## src/rtl/adder_40_rr_arbiter.sv

```systemverilog
// -----------------------------------------------------------------------------
// adder_40_bit
//   Purely combinational WIDTH-bit adder with carry in and carry out.
//   Ports:
//     a, b  in   WIDTH  operands
//     cin   in   1      carry in
//     sum   out  WIDTH  low WIDTH bits of a + b + cin
//     cout  out  1      carry out (bit WIDTH of the full sum)
//
// adder_40_rr_arbiter
//   Shares a single adder_40_bit instance between N_REQ requesters.
//   A round-robin search picks one requester per cycle. Its operands go
//   through the adder, and the result lands in a one-entry result register
//   tagged with the requester index.
//   Ports:
//     clk        in   1              rising-edge clock
//     rst_n      in   1              asynchronous active-low reset
//     req_valid  in   N_REQ          requester i has an operand pair pending
//     req_ready  out  N_REQ          one-hot grant (all zero when nothing granted)
//     req_a      in   N_REQ*D_WIDTH  operand A, slice i = [i*D_WIDTH +: D_WIDTH]
//     req_b      in   N_REQ*D_WIDTH  operand B, same slicing
//     req_cin    in   N_REQ          carry in per requester
//     rsp_valid  out  1              result register holds a result (slot state)
//     rsp_ready  in   1              consumer takes the result
//     rsp_sum    out  D_WIDTH        registered sum
//     rsp_cout   out  1              registered carry out
//     rsp_id     out  ID_W           index of the requester that produced the sum
//
//   Handshake: a transfer happens on an edge where valid and ready are both
//   high. On the request side this is req_valid[i] & req_ready[i]. On the
//   response side it is rsp_valid & rsp_ready. Ready may depend on the
//   current slot state and on the consumer's rsp_ready, but never on the
//   granted requester's own valid except through the priority search.
// -----------------------------------------------------------------------------

module adder_40_bit #(
    parameter int WIDTH = 40
) (
    input  logic [WIDTH-1:0] a,
    input  logic [WIDTH-1:0] b,
    input  logic             cin,
    output logic [WIDTH-1:0] sum,
    output logic             cout
);

    logic [WIDTH:0] full_sum;

    always_comb begin
        full_sum = {1'b0, a} + {1'b0, b} + {{WIDTH{1'b0}}, cin};
    end

    assign sum  = full_sum[WIDTH-1:0];
    assign cout = full_sum[WIDTH];

endmodule

module adder_40_rr_arbiter #(
    parameter int N_REQ   = 4,
    parameter int D_WIDTH = 40,
    parameter int ID_W    = 2
) (
    input  logic                       clk,
    input  logic                       rst_n,
    input  logic [N_REQ-1:0]           req_valid,
    output logic [N_REQ-1:0]           req_ready,
    input  logic [N_REQ*D_WIDTH-1:0]   req_a,
    input  logic [N_REQ*D_WIDTH-1:0]   req_b,
    input  logic [N_REQ-1:0]           req_cin,
    output logic                       rsp_valid,
    input  logic                       rsp_ready,
    output logic [D_WIDTH-1:0]         rsp_sum,
    output logic                       rsp_cout,
    output logic [ID_W-1:0]            rsp_id
);

    // The result slot is the only control state. rsp_valid is a direct
    // decode of it, so the slot state is visible on the port.
    typedef enum logic {
        SLOT_EMPTY = 1'b0,
        SLOT_FULL  = 1'b1
    } slot_state_t;

    slot_state_t        slot_q;
    slot_state_t        slot_d;

    logic [ID_W-1:0]    rr_ptr;
    logic [ID_W-1:0]    rr_ptr_next;
    logic               can_accept;
    logic               grant_found;
    logic [ID_W-1:0]    grant_idx;

    logic [D_WIDTH-1:0] add_a;
    logic [D_WIDTH-1:0] add_b;
    logic               add_cin;
    logic [D_WIDTH-1:0] add_sum;
    logic               add_cout;

    assign rsp_valid = (slot_q == SLOT_FULL);

    // The slot can take a new result when it is empty or draining this
    // edge. Reset is folded in so req_ready stays low while rst_n is low.
    assign can_accept = rst_n & (~rsp_valid | rsp_ready);

    // ------------------------------------------------------------------
    // Round-robin search: offset k visits rr_ptr+k mod N_REQ. The inner
    // loop compares against constant indices, which keeps the selects
    // static and lets N_REQ be any value, not only a power of two.
    // ------------------------------------------------------------------
    always_comb begin : grant_search
        int idx;
        grant_found = 1'b0;
        grant_idx   = '0;
        idx         = 0;
        if (can_accept) begin
            for (int k = 0; k < N_REQ; k++) begin
                idx = int'(rr_ptr) + k;
                if (idx >= N_REQ) begin
                    idx = idx - N_REQ;
                end
                for (int i = 0; i < N_REQ; i++) begin
                    if (!grant_found && (i == idx) && req_valid[i]) begin
                        grant_found = 1'b1;
                        grant_idx   = ID_W'(i);
                    end
                end
            end
        end
    end

    always_comb begin
        req_ready = '0;
        for (int i = 0; i < N_REQ; i++) begin
            req_ready[i] = grant_found && (grant_idx == ID_W'(i));
        end
    end

    // Operand mux into the shared adder. AND-OR style: at most one grant
    // bit is set, and with no grant the adder sees zeros.
    always_comb begin
        add_a   = '0;
        add_b   = '0;
        add_cin = 1'b0;
        for (int i = 0; i < N_REQ; i++) begin
            if (req_ready[i]) begin
                add_a   = req_a[i*D_WIDTH +: D_WIDTH];
                add_b   = req_b[i*D_WIDTH +: D_WIDTH];
                add_cin = req_cin[i];
            end
        end
    end

    adder_40_bit #(
        .WIDTH (D_WIDTH)
    ) u_adder (
        .a    (add_a),
        .b    (add_b),
        .cin  (add_cin),
        .sum  (add_sum),
        .cout (add_cout)
    );

    // The winner moves to lowest priority: the pointer lands just past it.
    always_comb begin
        if (grant_idx == ID_W'(N_REQ - 1)) begin
            rr_ptr_next = '0;
        end else begin
            rr_ptr_next = grant_idx + ID_W'(1);
        end
    end

    // ------------------------------------------------------------------
    // Slot FSM
    // ------------------------------------------------------------------
    always_ff @(posedge clk or negedge rst_n) begin
        if (!rst_n) begin
            slot_q <= SLOT_EMPTY;
        end else begin
            slot_q <= slot_d;
        end
    end

    always_comb begin
        slot_d = slot_q;
        case (slot_q)
            SLOT_EMPTY: begin
                if (grant_found) begin
                    slot_d = SLOT_FULL;
                end
            end
            SLOT_FULL: begin
                // A grant while full implies rsp_ready: drain and refill
                // on the same edge.
                if (grant_found) begin
                    slot_d = SLOT_FULL;
                end else if (rsp_ready) begin
                    slot_d = SLOT_EMPTY;
                end
            end
            default: slot_d = SLOT_EMPTY;
        endcase
    end

    // ------------------------------------------------------------------
    // Result register and round-robin pointer. These load only on an
    // accept, so they hold under backpressure and while idle.
    // ------------------------------------------------------------------
    always_ff @(posedge clk or negedge rst_n) begin
        if (!rst_n) begin
            rsp_sum  <= '0;
            rsp_cout <= 1'b0;
            rsp_id   <= '0;
            rr_ptr   <= '0;
        end else if (grant_found) begin
            rsp_sum  <= add_sum;
            rsp_cout <= add_cout;
            rsp_id   <= grant_idx;
            rr_ptr   <= rr_ptr_next;
        end
    end

endmodule

```

## config.mk

```make
export PLATFORM = sky130hd
export DESIGN_NAME = adder_40_rr_arbiter
export DESIGN_NICKNAME = d
export VERILOG_FILES = /design/src/rtl/adder_40_rr_arbiter.sv
export SDC_FILE = /design/constraint.sdc
export NUM_CORES = 1
export LEC_CHECK = 0
export CORE_AREA = 2 2 148 150
export DETAILED_ROUTE_END_ITERATION = 8
export DIE_AREA = 0 0 150 152
export DONT_BUFFER_PORTS = 1
export HOLD_SLACK_MARGIN = 0.03
export PLACE_DENSITY_LB_ADDON = 0.15
export SYNTH_ARGS = -nofsm -noshare
export SYNTH_HDL_FRONTEND = slang
export SYNTH_SLANG_ARGS = --single-unit
```

## constraint.sdc

```tcl
create_clock -name clk -period 4.9 [get_ports clk]
set_input_delay 0.735 -clock clk [delete_from_list [all_inputs] [get_ports clk]]
set_output_delay 0.735 -clock clk [all_outputs]
set_load 0.05 [all_outputs]
```

==> results of run 1 <==
## how the worst max path moves through the flow
| stage | endpoint | start | cells after the start | slack [ns] |
|---|---|---|---|---|
| floorplan | rsp_sum[37] | rsp_ready | 23 | -0.11 |
| finish | rsp_sum[37] | rsp_ready | 23 | 0.06 |
| detailed placement | rsp_sum[38] | rsp_ready | 22 | -0.44 |
| global route | rsp_sum[37] | rsp_ready | 24 | -0.19 |
| CTS | rsp_sum[34] | rr_ptr[1] | 23 | 0.004 |
| global placement | rsp_sum[38] | rsp_ready | 22 | -0.34 |
## power by group
| part | internal [mW] | switching [mW] |
|---|---|---|
| Clock | 0.195 | 0.161 |
| Combinational | 0.585 | 0.648 |
| Sequential | 0.497 | 0.560 |
| Total | 1.28 | 1.37 |
## cell families (layout without fill, tap and decap cells)
kind of cell / count (synthesis) / count (layout) / synth area share (%)
AOI/OAI and AO/OA: 395 / 395 / 43.42
and+or+nand+nor: 245 / 245 / 17.88
buffers and inverters: 85 / 178 / 5.357
DFF: 46 / 46 / 19.33
adders and majority gates: 45 / 45 / 9.706
xor gates and xnor gates: 28 / 28 / 4.118
muxes: 1 / 1 / 0.1891
## layout by cell type, fill, tap and decap left out, types with 3 or more instances in the layout
cell type  count
inv_1         15
buf_6          4
clkbuf_16      8
ha_2           3
o21ai_0      172
nand4_1        5
and2_4         3
nand2_4        3
a221oi_1       3
ha_4           4
a221o_1       76
o21ai_2        5
or3_1          5
inv_6          3
a21oi_2        4
ha_1          36
o21ai_1       33
nor2_1        25
nor2b_1        5
dfrtp_1       46
nand3_1       10
and3_1         6
xor2_1         8
buf_12         5
o31ai_2        3
a21o_1        11
nor3_1        11
o21a_1         8
a211o_1        3
nand2b_1      11
a21oi_1       39
a31oi_1        4
buf_4        140
o2111ai_2      3
nand2_1      150
xnor2_1       20
o31ai_1        5
## final cells by class
class	count	share of cell area, %
clock buffer	5	1.609
clock inverter	3	0.3379
inverter	18	0.9010
multi-input combinational	714	61.50
sequential	46	14.80
tap	280	4.505
timing repair buffer	152	16.35
## routing by layer
layer / vias up / part of all wire [%] / GRT usage, %
met5: - / 0 / 0
met1: 3081 / 47 / 29.84
met2: 261 / 45 / 32.25
li1: 3364 / - / -
met4: 0 / 0.85 / 3.100
met3: 17 / 6.8 / 3.093
## through the flow
| stage | area, um2 | worst slack (ns) | utilization (%) |
|---|---|---|---|
| 2_1_floorplan | 6058 | -0.1081 | - |
| 3_3_place_gp | 7238 | -0.3446 | 33.90 |
| 3_5_place_dp | 7238 | -0.4412 | 33.90 |
| 4_1_cts | 7457 | 0.004259 | 34.93 |
| 5_1_grt | 7776 | -0.1890 | 36.42 |
| 6_report | 7776 | 0.05998 | 36.42 |
## flip-flops by register name, summed over array words and instances (netlist names)
| name | cells |
|---|---|
| rr_ptr | 2 |
| rsp_cout | 1 |
| rsp_id | 2 |
| rsp_sum | 40 |
| rsp_valid | 1 |
## timing repair
item                       4_1_cts  5_1_grt
setup buffers                    1        7
hold buffers                     0        0
pin swaps                        2       36
gates cloned                     0        4
gates resized for setup         10       61
setup endpoints to repair       10       27
==> impl_metrics.ini, run 1 <==
[status]
outcome = completed

[yosys]
synth-seq-area-share_pct = 19.33
yosys.cell_count.top_type = o21ai_0
yosysUniqueCellTypes = 51
synth_edf_count = 0
synth_ff_type = dfrtp_1
async_reset_ff_share_pct = 100.0
syn_inst = 845
ys_warn_count = 0
synth_area_um2 = 5956
syn_nets = 1221
synth-seq-cells = 46
ys_top_cells_by_count = o21ai_0 (206), nand2_1 (153), a221o_1 (76)
synth_top_area_share_pct = 19.33
synth_area_leaders = dfrtp_1 (19%), o21ai_0 (17%), a221o_1 (13%), nand2_1 (9.6%), ha_1 (9.0%)
yosys.area.top_type = dfrtp_1
syn_area_per_cell_um2 = 7.048

[detailed_routing]
vias_per_cell = 5.520
vias = 6723
postRouteWirelength_um = 25200
route.detailed.drc = 0
routedWlPerCell_um = 20.69
ant_nets = 0
drtIter0Drc = 419
firstDrtPassIters = 5

[worst_setup_path]
reg2reg_setup_slack_ns = 0.12
path_buf_inv = 3
r2r-end = rsp_sum[37]
crit_chain = nand2b_4 > nand2_4 > a311o_1 > a31oi_4 > inv_2 > ha_4 > and2_4 > nor2b_4 > buf_6 > clkbuf_16 > a221o_1 > o21ai_2 > o21ai_2 > ha_1 > and4_1 > o2111ai_2 > a211o_1 > a2111oi_4 > o21ai_2 > a211oi_4 > o31ai_2 > and3_1 > o31ai_2
reg2reg_depth = 23
crit_family = compound AO/OA/AOI/OAI gates
cp.arrival_ns = 5.05
crit_fanout = 7
crit_required_ns = 5.11
crit_path_max_incr_delay_ns = 0.39
worstSetupPathType = in2reg
startpoint_type = primary input
r2r_start = rsp_valid
cpMostUsedCell = o21ai_2
slowest_stage = a2111oi_4
endpoint_kind = flip-flop

[floorplanning]
initial_core_util_pct = 27.89
fp-row-count = 54
core_area_um2 = 21350
die_area_um2 = 22800
die_h_um = 152
fp.dieW_um = 150
num_io_pins = 379

[finish]
syn_to_final_growth_pct = 30.57
register_area_um2 = 1151
multiInputGateArea_um2 = 4782
diodes = 0
nets = 1313
nFillCells = 2317
drive_gt1_share_pct = 22.92
instances_no_fill = 1218

[place]
gp_congestion = 0.8472
dp_hpwl_um = 20750
port_buffers = 0
dp_cells = 1199

[timing]
rsz0062_at_grt = yes
period_minus_slack_ns = 4.840
maxSlewViolCount = 0
hold_violations = 0
timing.hold.ws_ns = 0.1276
finalClockSkew_ns = 0.005617
fin_setup_tns_ns = 0
worstMarginPinSlew_ns = 0.6237
slew_headroom_pct = 58.42
max_freq_ghz = 0.2066
setup_violations = 0
period_share_pct = 98.78

[clock_network]
cts_tree = done
cts_root_buffer = clkbuf_16
ctsLongestPathBuffers = 2
clock_latency_ns = 0.30
path_clk_slew_ns = 0.07
cts_max_level = 2
cts_made_buffers = 5
clock-sinks = 46

[power]
irDropWorstVdd_mv = 0.1570
power.leakage_nw = 3.246
total_power_mw = 2.647
power.density_nw_per_um2 = 340.4

[global_route]
gr-total-overflow = 0
grtUsageTotal_pct = 20.41
antenna_found_initial = 0
grt_max_degree = 77
grt_pass1_wl_um = 36520
grt_pass1_vias = 6128

[job]
max_cap_violations = 0

[worst_hold_path]
min_path_type = in2async
(Power assumes the default switching activity.)
==> run 2: changes to the inputs <==
Clock period 4.9 ns to 5.35 ns, I/O delays scaled along.
==> impl_metrics.ini, run 2 (synthesis results as in run 1) <==
[status]
outcome = completed

[floorplanning]
core_area_um2 = 21350
fp.dieW_um = 150
die_area_um2 = 22800
die_h_um = 152
num_io_pins = 379
initial_core_util_pct = 27.89
fp-row-count = 54

[timing]
layout_setup_ws_ns = 0.2233
rsz0062_at_grt = yes
period_share_pct = 95.83
period_minus_slack_ns = 5.127
setup_violations = 0
slew_headroom_pct = 60.27
max_freq_ghz = 0.1951
timing.hold.ws_ns = 0.2071
finalClockSkew_ns = 0.002632
worstMarginPinSlew_ns = 0.5897
hold_violations = 0
maxSlewViolCount = 0

[global_route]
grtUsageTotal_pct = 20.40
grt_pass1_vias = 6195
antenna_found_initial = 0
grt_max_degree = 73
gr-total-overflow = 0
grt_pass1_wl_um = 36230

[clock_network]
ctsHoldBuffers = 0
ctsLongestPathBuffers = 2
path_clk_slew_ns = 0.07
cts_root_buffer = clkbuf_16
clock_latency_ns = 0.29
cts_max_level = 2
clock-sinks = 46
cts_tree = done
cts_made_buffers = 5

[finish]
nets = 1273
largest_register_ffs = 40
post-route-util_pct = 33.95
layout.cells.most_common = o21ai_0
register_area_um2 = 1151
drive_gt1_share_pct = 16.59
nFillCells = 2351
diodes = 0
syn_to_final_growth_pct = 21.70
regMostFlops = rsp_sum
most-common-layout-cells = o21ai_0 (198), nand2_1 (152), buf_4 (106)
top_regs = rsp_sum (40), rr_ptr (2), rsp_id (2)
fin_area_um2 = 7248
multiInputGateArea_um2 = 4596

[detailed_routing]
drtIter0Drc = 394
postRouteWirelength_um = 24530
route.detailed.drc = 0
routedWlPerCell_um = 20.83
vias = 6597
firstDrtPassIters = 5
ant_nets = 0
vias_per_cell = 5.600

[place]
dp_hpwl_um = 20800
post_dp_cell_area_um2 = 6987
preCtsSetupSlack_ns = -0.2106
port_buffers = 0
gp_congestion = 0.8472

[worst_setup_path]
crit_required_ns = 5.55
startpoint_type = primary input
endpoint_kind = flip-flop
cp.arrival_ns = 5.33
worstSetupPathType = in2reg
crit_fanout = 41

[power]
power.leakage_nw = 3.005
irDropWorstVdd_mv = 0.1483
power.density_nw_per_um2 = 326.5
total_power_mw = 2.367

[job]
max_cap_violations = 0

[worst_hold_path]
min_path_type = in2async
==> run 2: cell type report <==
type | count | share of cell area, %
Multi-Input combinational cell | 714 | 63.40
Sequential cell | 46 | 15.88
Timing Repair Buffer | 112 | 12.64
Tap cell | 280 | 4.833
Clock buffer | 6 | 1.778
Inverter | 18 | 0.9494
Clock inverter | 2 | 0.5179
==> run 2: per-layer routing <==
layer	share of wire, %	GRT usage [%]
met5	0	0
met4	0.74	3.010
met3	6.5	3.033
met2	47	32.96
met1	46	29.25
==> run 2: power by group <==
group          switching [mW]  leakage, nW  internal [mW]  total [mW]
clock network           0.135       0.0771          0.221       0.356
logic                   0.564         2.34          0.474        1.04
registers               0.517        0.589          0.456       0.972
total                    1.22         3.01           1.15        2.37
==> run 2: worst max-delay path, stage by stage <==
cell and delay, ns:
nand2b_1 0.11, nand2_1 0.07, a311o_1 0.35, a31oi_4 0.22, inv_2 0.07, ha_1 0.22, nand2_2 0.09, clkinv_2 0.15
buf_12 0.21, buf_4 0.21, a221o_1 0.27, o21ai_0 0.08, o21ai_0 0.17, ha_1 0.34, o21ai_0 0.07, and2_1 0.18
a211o_1 0.35, a2111oi_4 0.44, o21ai_2 0.12, a211oi_2 0.31, o31ai_1 0.13, and3_1 0.20, o31ai_2 0.16
==> run 2: per-stage QoR <==
step / TNS, ns / cells
final: 0 / 1178
after global routing: -0.02305 / 1178
after CTS: 0 / 1176
after detailed placement: -1.422 / 1168
after global placement: -0.4883 / 1168
after floorplan: 0 / 845
==> run 2: final timing paths <==
check / start / to / slack (ns) / cells after the start
min: rst_n / rsp_id[1] / 0.21 / 0
max reg2reg: rsp_valid / rsp_sum[37] / 0.37 / 23
max in group asynchronous: rst_n / rr_ptr[0] / 5.04 / 0
max: rsp_ready / rsp_sum[37] / 0.22 / 23
min in group clk: rr_ptr[1] / rr_ptr[1] / 0.58 / 2
min reg2reg: rr_ptr[1] / rr_ptr[1] / 0.58 / 2
==> run 2: timing repair <==
action                                  in CTS  in global routing
endpoints found under the setup margin       0                 18
setup buffers                                0                  2
resized for setup                            0                 23
==> run 3: changes to the inputs <==
Settings changed: CORE_AREA 2 2 148 150 to 2 2 149 151, DIE_AREA 0 0 150 152 to 0 0 151 153, GPL_TIMING_DRIVEN set to 0, SYNTH_HIERARCHICAL set to 1.
==> impl_metrics.ini, run 3 <==
[floorplanning]
fp.dieW_um = 151
core_area_um2 = 21490
fp-row-count = 54
initial_core_util_pct = 33.59
num_io_pins = 379
die_h_um = 153
die_area_um2 = 23100

[detailed_routing]
drtIter0Drc = 558
route.detailed.drc = 0
firstDrtPassIters = 8
vias_per_cell = 6.310
routedWlPerCell_um = 28.59
ant_nets = 0
postRouteWirelength_um = 34290
vias = 7566

[yosys]
syn_inst = 900
synth-seq-area-share_pct = 15.95
yosys.cell_count.top_type = a21oi_1
syn_area_per_cell_um2 = 8.019
ys_top_cells_by_count = a21oi_1 (124), nand2_1 (108), a21o_1 (104)
synth_top_area_share_pct = 15.95
yosysUniqueCellTypes = 61
syn_nets = 1276
ys_warn_count = 6
synth_ff_type = dfrtp_1
yosys.area.top_type = dfrtp_1
synth_area_leaders = dfrtp_1 (16%), a21o_1 (11%), and3b_1 (10%), o221ai_1 (9.8%), a21oi_1 (8.6%)
synth_area_um2 = 7217
async_reset_ff_share_pct = 100.0
synth-seq-cells = 46
synth_edf_count = 0

[place]
port_buffers = 0
preCtsSetupSlack_ns = -1.397
gp_congestion = 0.9456
dp_hpwl_um = 27880
post_dp_cell_area_um2 = 7575
dp_cells = 1180

[timing]
max_freq_ghz = 0.1908
fin_setup_tns_ns = 0
timing.hold.ws_ns = 0.1896
finalClockSkew_ns = 0.005641
worstMarginPinSlew_ns = 0.9317
period_share_pct = 97.99
hold_violations = 0
layout_setup_ws_ns = 0.1077
period_minus_slack_ns = 5.242
setup_violations = 0
maxSlewViolCount = 0
slew_headroom_pct = 37.66

[finish]
instances_no_fill = 1199
syn_to_final_growth_pct = 12.34
layout.cells.most_common = a21oi_1
top_regs = rsp_sum (40), rr_ptr (2), rsp_id (2)
largest_register_ffs = 40
nFillCells = 2305
nets = 1291
regMostFlops = rsp_sum
post-route-util_pct = 37.74
drive_gt1_share_pct = 16.92
most-common-layout-cells = a21oi_1 (114), nand2_1 (108), a21o_1 (104)
fin_area_um2 = 8108

[worst_setup_path]
cp.arrival_ns = 5.44
crit_fanout = 10
endpoint_kind = flip-flop
crit_required_ns = 5.54
startpoint_type = primary input
worstSetupPathType = in2reg

[clock_network]
clock_latency_ns = 0.31
ctsLongestPathBuffers = 2
cts_root_buffer = clkbuf_16
cts_made_buffers = 5
path_clk_slew_ns = 0.07
clock-sinks = 46
cts_max_level = 2
cts_tree = done
ctsHoldBuffers = 0

[job]
max_cap_violations = 0

[global_route]
grt_pass1_vias = 7574
antenna_found_initial = 3
grt_max_degree = 51
gr-total-overflow = 0
grtUsageTotal_pct = 28.61
grt_pass1_wl_um = 48870

[status]
outcome = completed

[power]
power.leakage_nw = 4.056
irDropWorstVdd_mv = 0.1725
total_power_mw = 2.981
power.density_nw_per_um2 = 367.6

[worst_hold_path]
min_path_type = in2async
-- run 3: worst max-delay path: stages --
cell,delay [ns]
and3b_1,0.15
o21a_1,0.22
or2_4,0.27
ha_1,0.20
buf_6,0.16
clkbuf_16,0.18
clkbuf_8,0.17
a21o_1,0.17
o221ai_2,0.21
a21oi_2,0.10
fa_2,0.42
fa_2,0.39
a211oi_4,0.24
o21ai_2,0.11
a31oi_4,0.25
o31ai_4,0.11
a21oi_4,0.17
a21oi_2,0.09
a311o_1,0.41
buf_4,0.16
nand4_1,0.08
nand2_1,0.08
mux2_4,0.26
-- run 3: cells by family (layout without fill, tap and decap cells) --
logic type / Yosys count / in the layout / synth area share [%]
AOI/OAI and AO/OA: 377 / 377 / 36.62
muxes: 42 / 42 / 8.426
DFF: 46 / 46 / 15.95
xor gates and xnor gates: 37 / 37 / 4.490
other: 0 / 3 / 0
buffers and inverters: 94 / 110 / 5.947
adders and majority gates: 45 / 45 / 8.010
and+or+nand+nor: 259 / 259 / 20.56
-- run 3: routing by layer --
metal / vias up / part of all wire [%] / global-route usage, %
met5: - / 0 / 0
met4: 0 / 2.1 / 6.498
met3: 54 / 8.7 / 7.045
met2: 382 / 47 / 47.12
met1: 3677 / 42 / 37.69
li1: 3453 / - / -
-- run 3: cell type report --
| class | count | area [um2] | share of cell area (%) |
|---|---|---|---|
| clock inverters | 3 | 45.04 | 0.5556 |
| plain buffers | 79 | 466.7 | 5.756 |
| diodes | 3 | 7.507 | 0.09259 |
| clock buffers | 5 | 125.1 | 1.543 |
| inverters | 11 | 43.79 | 0.5401 |
| repair buffers | 12 | 90.09 | 1.111 |
| multi-input cells | 760 | 5824 | 71.84 |
| flip-flops and latches | 46 | 1155 | 14.24 |
| well taps | 280 | 350.3 | 4.321 |
-- run 3: report_power, final --
part / switching (mW) / internal, mW
logic: 0.808 / 0.700
registers: 0.617 / 0.476
clock network: 0.158 / 0.221
-- run 3: what timing repair did --
action | in CTS | in global routing
buffers inserted | 8 | 4
resized for setup | 53 | 58
pin swaps | 14 | 10
endpoints found under the setup margin | 33 | 12
-- run 3: worst paths after layout --
check                           slack [ns]     endpoint  cells after the start    startpoint
worst max-delay path                  0.11     rsp_cout                     23  req_valid[3]
worst min-delay path                  0.19  rsp_sum[37]                      0         rst_n
worst max register to register        0.13     rsp_cout                     23     rr_ptr[1]
worst min register to register        0.58    rr_ptr[0]                      1     rr_ptr[0]
max in group asynchronous             5.04   rsp_sum[1]                      0         rst_n
min in group clk                      0.58    rr_ptr[0]                      1     rr_ptr[0]
